===== config.mk =====
export PLATFORM = sky130hd
export DESIGN_NAME = interrupt_vector_responder_flat
export DESIGN_NICKNAME = d
export VERILOG_FILES = /design/src/rtl/irq_pkg.sv /design/src/rtl/interrupt_vector_responder_if.sv /design/src/rtl/irq_priority_encoder.sv /design/src/rtl/interrupt_vector_responder.sv /design/src/flat_wrapper.sv
export SDC_FILE = /design/constraint.sdc
export NUM_CORES = 1
export LEC_CHECK = 0
export CORE_MARGIN = 3
export CORE_UTILIZATION = 25
export CTS_CLUSTER_DIAMETER = 100
export CTS_CLUSTER_SIZE = 10
export DETAILED_ROUTE_END_ITERATION = 10
export GPL_TIMING_DRIVEN = 1
export PLACE_DENSITY_LB_ADDON = 0.05
export SLEW_MARGIN = 20
export SYNTH_ARGS = -nofsm -noshare
export SYNTH_HDL_FRONTEND = slang
export SYNTH_SLANG_ARGS = --single-unit

===== constraint.sdc =====
create_clock -name CLK -period 4.5 [get_ports CLK]
set_input_delay 0.9 -clock CLK [delete_from_list [all_inputs] [get_ports CLK]]
set_output_delay 0.9 -clock CLK [all_outputs]
set_load 0.03 [all_outputs]

===== src/rtl/irq_pkg.sv =====
// Shared types and helpers for the interrupt vector responder: FSM state encoding,
// vector width and a lowest-set-bit selector used by the priority encoder.
package irq_pkg;

    localparam int IRQ_VEC_W = 8;
    localparam int IRQ_IDX_W = 3;

    typedef enum logic [1:0] {
        IDLE,
        REQ,
        ACK
    } state_t;

    typedef struct packed {
        logic                 valid;
        logic [IRQ_IDX_W-1:0] idx;
    } sel_t;

    // Bit 0 has the highest priority, so the lowest set index wins.
    function automatic sel_t lowest_set_idx(input logic [IRQ_VEC_W-1:0] vec);
        sel_t r;
        r.valid = 1'b0;
        r.idx   = '0;
        for (int i = IRQ_VEC_W - 1; i >= 0; i--) begin
            if (vec[i]) begin
                r.valid = 1'b1;
                r.idx   = IRQ_IDX_W'(i);
            end
        end
        return r;
    endfunction

endpackage


===== src/rtl/interrupt_vector_responder_if.sv =====
// CPU-side interrupt acknowledge bus: M1/IORQ from the CPU, INT and vector data back.
interface interrupt_vector_responder_if;

    logic                          notM1;
    logic                          notIORQ;
    logic                          notINT;
    logic [irq_pkg::IRQ_VEC_W-1:0] Dout;
    logic                          Dout_En;

    modport master (
        output notM1,
        output notIORQ,
        input  notINT,
        input  Dout,
        input  Dout_En
    );

    modport slave (
        input  notM1,
        input  notIORQ,
        output notINT,
        output Dout,
        output Dout_En
    );

endinterface


===== src/rtl/irq_priority_encoder.sv =====
// Picks the lowest set index of a request vector (index 0 = highest priority).
module irq_priority_encoder
    import irq_pkg::*;
#(
    parameter int N_IRQ = 8
) (
    input  logic [N_IRQ-1:0]     vec,
    output logic                 valid,
    output logic [IRQ_IDX_W-1:0] idx
);

    sel_t sel;

    always_comb sel = lowest_set_idx(IRQ_VEC_W'(vec));

    assign valid = sel.valid;
    assign idx   = sel.idx;

endmodule


===== src/rtl/interrupt_vector_responder.sv =====
// Peripheral-side responder for the CPU interrupt-acknowledge sequence.
// Define NESTED_IRQ_EN to let higher-priority sources nest over in-service ones.
module interrupt_vector_responder
    import irq_pkg::*;
#(
    parameter int                   N_IRQ        = 8,
    parameter logic [IRQ_VEC_W-1:0] VECTOR_BASE  = 8'h40,
    parameter logic [IRQ_VEC_W-1:0] SPURIOUS_VEC = 8'hFE
) (
    input  logic                         CLK,
    input  logic                         notRESET,
    input  logic [N_IRQ-1:0]             IRQ,
    input  logic                         MASK_WE,
    input  logic [N_IRQ-1:0]             MASK_D,
    input  logic                         EOI,
    interrupt_vector_responder_if.slave  bus,
    output logic [N_IRQ-1:0]             ISR
);

    state_t               state, state_nxt;
    logic [N_IRQ-1:0]     irq_prev, pending, mask;
    logic [N_IRQ-1:0]     blocked, eligible, take_oh, eoi_oh;
    logic [IRQ_VEC_W-1:0] dout_q, dout_nxt;
    logic                 win_valid, isr_valid, ack_strobe, take;
    logic [IRQ_IDX_W-1:0] win_idx, isr_idx;

    assign ack_strobe = !bus.notM1 && !bus.notIORQ;

`ifdef NESTED_IRQ_EN
    always_comb begin
        blocked = '0;
        for (int i = 0; i < N_IRQ; i++) begin
            blocked[i] = isr_valid && (IRQ_IDX_W'(i) >= isr_idx);
        end
    end
`else
    assign blocked = {N_IRQ{isr_valid}};
`endif

    assign eligible = pending & ~mask & ~blocked;

    irq_priority_encoder #(.N_IRQ(N_IRQ)) u_win_enc (
        .vec   (eligible),
        .valid (win_valid),
        .idx   (win_idx)
    );

    irq_priority_encoder #(.N_IRQ(N_IRQ)) u_isr_enc (
        .vec   (ISR),
        .valid (isr_valid),
        .idx   (isr_idx)
    );

    assign take_oh = take ? (N_IRQ'(1) << win_idx) : '0;
    assign eoi_oh  = (EOI && isr_valid) ? (N_IRQ'(1) << isr_idx) : '0;

    always_comb begin
        state_nxt = state;
        dout_nxt  = dout_q;
        take      = 1'b0;
        unique case (state)
            IDLE: begin
                if (ack_strobe) begin
                    state_nxt = ACK;
                    dout_nxt  = SPURIOUS_VEC;
                end else if (win_valid) begin
                    state_nxt = REQ;
                end
            end
            REQ: begin
                if (ack_strobe) begin
                    state_nxt = ACK;
                    if (win_valid) begin
                        take     = 1'b1;
                        dout_nxt = VECTOR_BASE | IRQ_VEC_W'({win_idx, 1'b0});
                    end else begin
                        dout_nxt = SPURIOUS_VEC;
                    end
                end else if (!win_valid) begin
                    state_nxt = IDLE;
                end
            end
            ACK: begin
                if (bus.notIORQ) begin
                    dout_nxt  = '0;
                    state_nxt = win_valid ? REQ : IDLE;
                end
            end
            default: begin
                state_nxt = IDLE;
                dout_nxt  = '0;
            end
        endcase
    end

    always_ff @(posedge CLK or negedge notRESET) begin
        if (!notRESET) state <= IDLE;
        else           state <= state_nxt;
    end

    // A new edge on the acknowledged bit is OR'd in after the clear, so it stays pending.
    always_ff @(posedge CLK or negedge notRESET) begin
        if (!notRESET) begin
            irq_prev <= '0;
            pending  <= '0;
            mask     <= '1;
            ISR      <= '0;
            dout_q   <= '0;
        end else begin
            irq_prev <= IRQ;
            pending  <= (pending & ~take_oh) | (IRQ & ~irq_prev);
            ISR      <= (ISR & ~eoi_oh) | take_oh;
            dout_q   <= dout_nxt;
            if (MASK_WE) mask <= MASK_D;
        end
    end

    assign bus.notINT  = (state != REQ);
    assign bus.Dout_En = (state == ACK);
    assign bus.Dout    = dout_q;

endmodule

===== src/flat_wrapper.sv =====
// flat-port wrapper written by rule: the top's interface ports become plain ports
module interrupt_vector_responder_flat import irq_pkg::*;
#(
    parameter int                   N_IRQ        = 8,
    parameter logic [IRQ_VEC_W-1:0] VECTOR_BASE  = 8'h40,
    parameter logic [IRQ_VEC_W-1:0] SPURIOUS_VEC = 8'hFE
)
  (CLK, notRESET, IRQ, MASK_WE, MASK_D, EOI, ISR, bus_notM1, bus_notIORQ, bus_notINT, bus_Dout, bus_Dout_En);
  interrupt_vector_responder_if bus_i ();
  input  logic CLK;
  input  logic notRESET;
  input  logic [N_IRQ-1:0] IRQ;
  input  logic MASK_WE;
  input  logic [N_IRQ-1:0] MASK_D;
  input  logic EOI;
  output logic [N_IRQ-1:0] ISR;
  input wire logic [$bits(bus_i.notM1)-1:0] bus_notM1;
  input wire logic [$bits(bus_i.notIORQ)-1:0] bus_notIORQ;
  output wire logic [$bits(bus_i.notINT)-1:0] bus_notINT;
  output wire logic [$bits(bus_i.Dout)-1:0] bus_Dout;
  output wire logic [$bits(bus_i.Dout_En)-1:0] bus_Dout_En;
  assign bus_i.notM1 = bus_notM1;
  assign bus_i.notIORQ = bus_notIORQ;
  assign bus_notINT = bus_i.notINT;
  assign bus_Dout = bus_i.Dout;
  assign bus_Dout_En = bus_i.Dout_En;
  interrupt_vector_responder #(.N_IRQ(N_IRQ), .VECTOR_BASE(VECTOR_BASE), .SPURIOUS_VEC(SPURIOUS_VEC)) u_core (.CLK(CLK), .notRESET(notRESET), .IRQ(IRQ), .MASK_WE(MASK_WE), .MASK_D(MASK_D), .EOI(EOI), .bus(bus_i), .ISR(ISR));
endmodule

==> qor.csv <==
metric,value,unit
routed via count,1312,
GRT overflow,0,
Async SR Flop Fraction,1.00,
HP Class,flip-flop to flip-flop,
Post-CTS Resized,0,
clock sink count,39,
hold_sp,u_core.irq_prev[5],
average size of a mapped cell,11.6,sq um
pre-CTS setup slack,1740,ps
Core Box Area,0.00694,sq mm
"critical path fanouts, max",6,
DR vias/cell,4.43,
Synth warnings,0,
Clock power frac,0.214,
cts hold-fix bufs,0,
register area share after synthesis,0.540,
Slew HR,0.404,
share of the synthesized area in the top cell type,0.425,
post-placement cell area,0.00230,sq mm
clock buffer depth,2,
Worst setup startpoint,u_core.state[0],
Placement Rows,30,
max-cap viol count,0,
final net count,221,
Mapped Cells,158,
ys flop type,dfrtp_1,
TritonRoute pass-1 iters,4,
die width,91.5,um
Worst Path Arrival,1650,ps
Max Transition Viols Final,0,
nets in the synthesized netlist,180,
Crit path largest cell delay,700,ps
total track usage,0.105,
largest net degree at the start of global routing,40,
io pins,40,
initial antenna violation count,0,
number of port buffers,38,
post-route ant nets,0,
VDD IR max,0.150,mV
first-pass GRT wire length,6910,um
Switching Power,0.393,mW
routability cong.,0.700,
Gate power share,0.368,
WS Path Type,flip-flop to output port,
largest cells by area after synthesis,"dfrtp_1 (42%), dfstp_2 (12%), mux2_2 (4.3%), o21ai_0 (3.6%), a22o_1 (2.9%)",
status,completed,
Worst EP required,3600,ps
Critical Path Sink Type,output port,
achievable frequency,392,MHz
clk_lat worst skew,290,ps
Worst Tran Pin Value,894,ps
Power Density,451,mW/mm^2
CTS root buf,clkbuf_8,
Crit-path slowest cell,clkdlybuf4s50_1,
Final Hold Vio Count,0,
drt total wl,4160,um
Initial Util,0.263,
total power,1.07,mW
Mapped Area,0.00183,sq mm
antenna cell count,0,
DPL Wire Length,3190,um
"FF+latch count, synth",39,
Area Overhead vs Synth,30.3,%
Synth area leader,dfrtp_1,
crit share post-route,0.567,
Min Hold Slack,415,ps
CTS H-tree depth,2,
RSZ-0062 raised after global routing,false,
P_int,0.680,mW
CTS Buf Count,5,
CTS tree,done,
Sequential Power Share,0.419,
Pleak,1.03,nW
Die ar.,0.00837,sq mm
most common cell in the netlist,dfrtp_1,
DRC viols,0,
fillcell total,692,
Setup TNS,0,ps
cell area after layout,0.00238,sq mm
"CP delay by family, top",buffers and inverters,
CP startpoint kind,flip-flop,
switching share of power,0.366,
FF-to-FF Start,u_core.mask[0],
CP cell instances,nor2b_1 > clkdlybuf4s50_1,
worst path bufs/invs,1,
clock-pin slew on the worst setup and hold paths,80,ps
layout cell share with drive strength beyond 1,0.195,
Post-synth top cells,"dfrtp_1 (31), inv_1 (13), o21ai_0 (13)",
clk_skew,4.90,ps
Tmin final,2550,ps
post-CTS setup buffers,0,
vias in the first global route,1405,
Die Y,91.5,um
Synth cell types,46,
WL/cell,14.0,um
Initial DRC Count,68,
Setup Viol. Count Final,0,
Post-synth EDFFs,0,
setup ws final,1950,ps
## metrics by stage
stage | util | instances
floorplan | - | 158
global placement | 0.331 | 288
detailed placement | 0.331 | 288
CTS | 0.343 | 296
global route | 0.343 | 296
finish | 0.343 | 296
## cell families after synthesis
family / synth area share
AO/OA/AOI/OAI: 0.172
buffers and inverters: 0.0411
flip-flops: 0.540
multiplexers: 0.0432
other: 0.00205
AND/OR/NAND/NOR: 0.202
## power by group through the flow
stage	combinational, mW	clock (mW)	sequential [mW]
2_1_floorplan	0.212	0	0.499
3_3_place_gp	0.401	0	0.456
3_5_place_dp	0.401	0	0.457
4_1_cts	0.401	0.240	0.451
5_1_grt	0.429	0.255	0.459
6_report	0.394	0.229	0.449
## layout by cell type (no fill, tap or decap), drive strengths merged, types with 2 or more instances in the layout
| cell type | n |
|---|---|
| a21oi | 2 |
| nor2b | 8 |
| dfstp | 8 |
| nand2 | 14 |
| nand2b | 7 |
| a41oi | 2 |
| mux2 | 7 |
| nor3 | 3 |
| clkinv | 3 |
| and2b | 2 |
| nor4 | 3 |
| dfrtp | 31 |
| nand3 | 3 |
| clkdlybuf4s50 | 37 |
| o31ai | 3 |
| a211oi | 2 |
| a221o | 2 |
| or2b | 2 |
| a21o | 3 |
| nor2 | 3 |
| a22o | 6 |
| inv | 13 |
| clkbuf | 5 |
| o21ai | 15 |
## registers in the layout, indices dropped and copies added, names as in the netlist
name,flops
u_core.state,2
u_core.irq_prev,8
u_core.ISR,8
u_core.bus.Dout,5
u_core.pending,8
u_core.mask,8
## cell type report
type,instances,area (sq um),share of cell area
clock buffers,5,68.8,0.0289
clock inverters,3,15.0,0.00631
inverters,13,48.8,0.0205
multi-input cells,102,766,0.322
flip-flops and latches,39,986,0.414
well taps,96,120,0.0505
repair buffers,38,375,0.158
## worst paths after layout
| check | slack (ps) | to | depth (start not counted) |
|---|---|---|---|
| max in group asynchronous | 3210 | u_core.pending[3] | 1 |
| worst min-delay path | 410 | u_core.pending[5] | 1 |
| min in group asynchronous | 730 | u_core.bus.Dout[1] | 1 |
| worst min register to register | 410 | u_core.pending[5] | 1 |
| worst max register to register | 2500 | u_core.pending[4] | 5 |
| worst max-delay path | 1950 | bus_Dout_En | 2 |
## layer usage
metal,GRT usage,vias to the layer above,share of wire
met3,0.0331,5,0.047
li1,-,636,-
met4,0.0339,0,0.014
met1,0.135,645,0.47
met5,0,-,0
met2,0.168,26,0.47
Power figures use the tool's default switching activity.
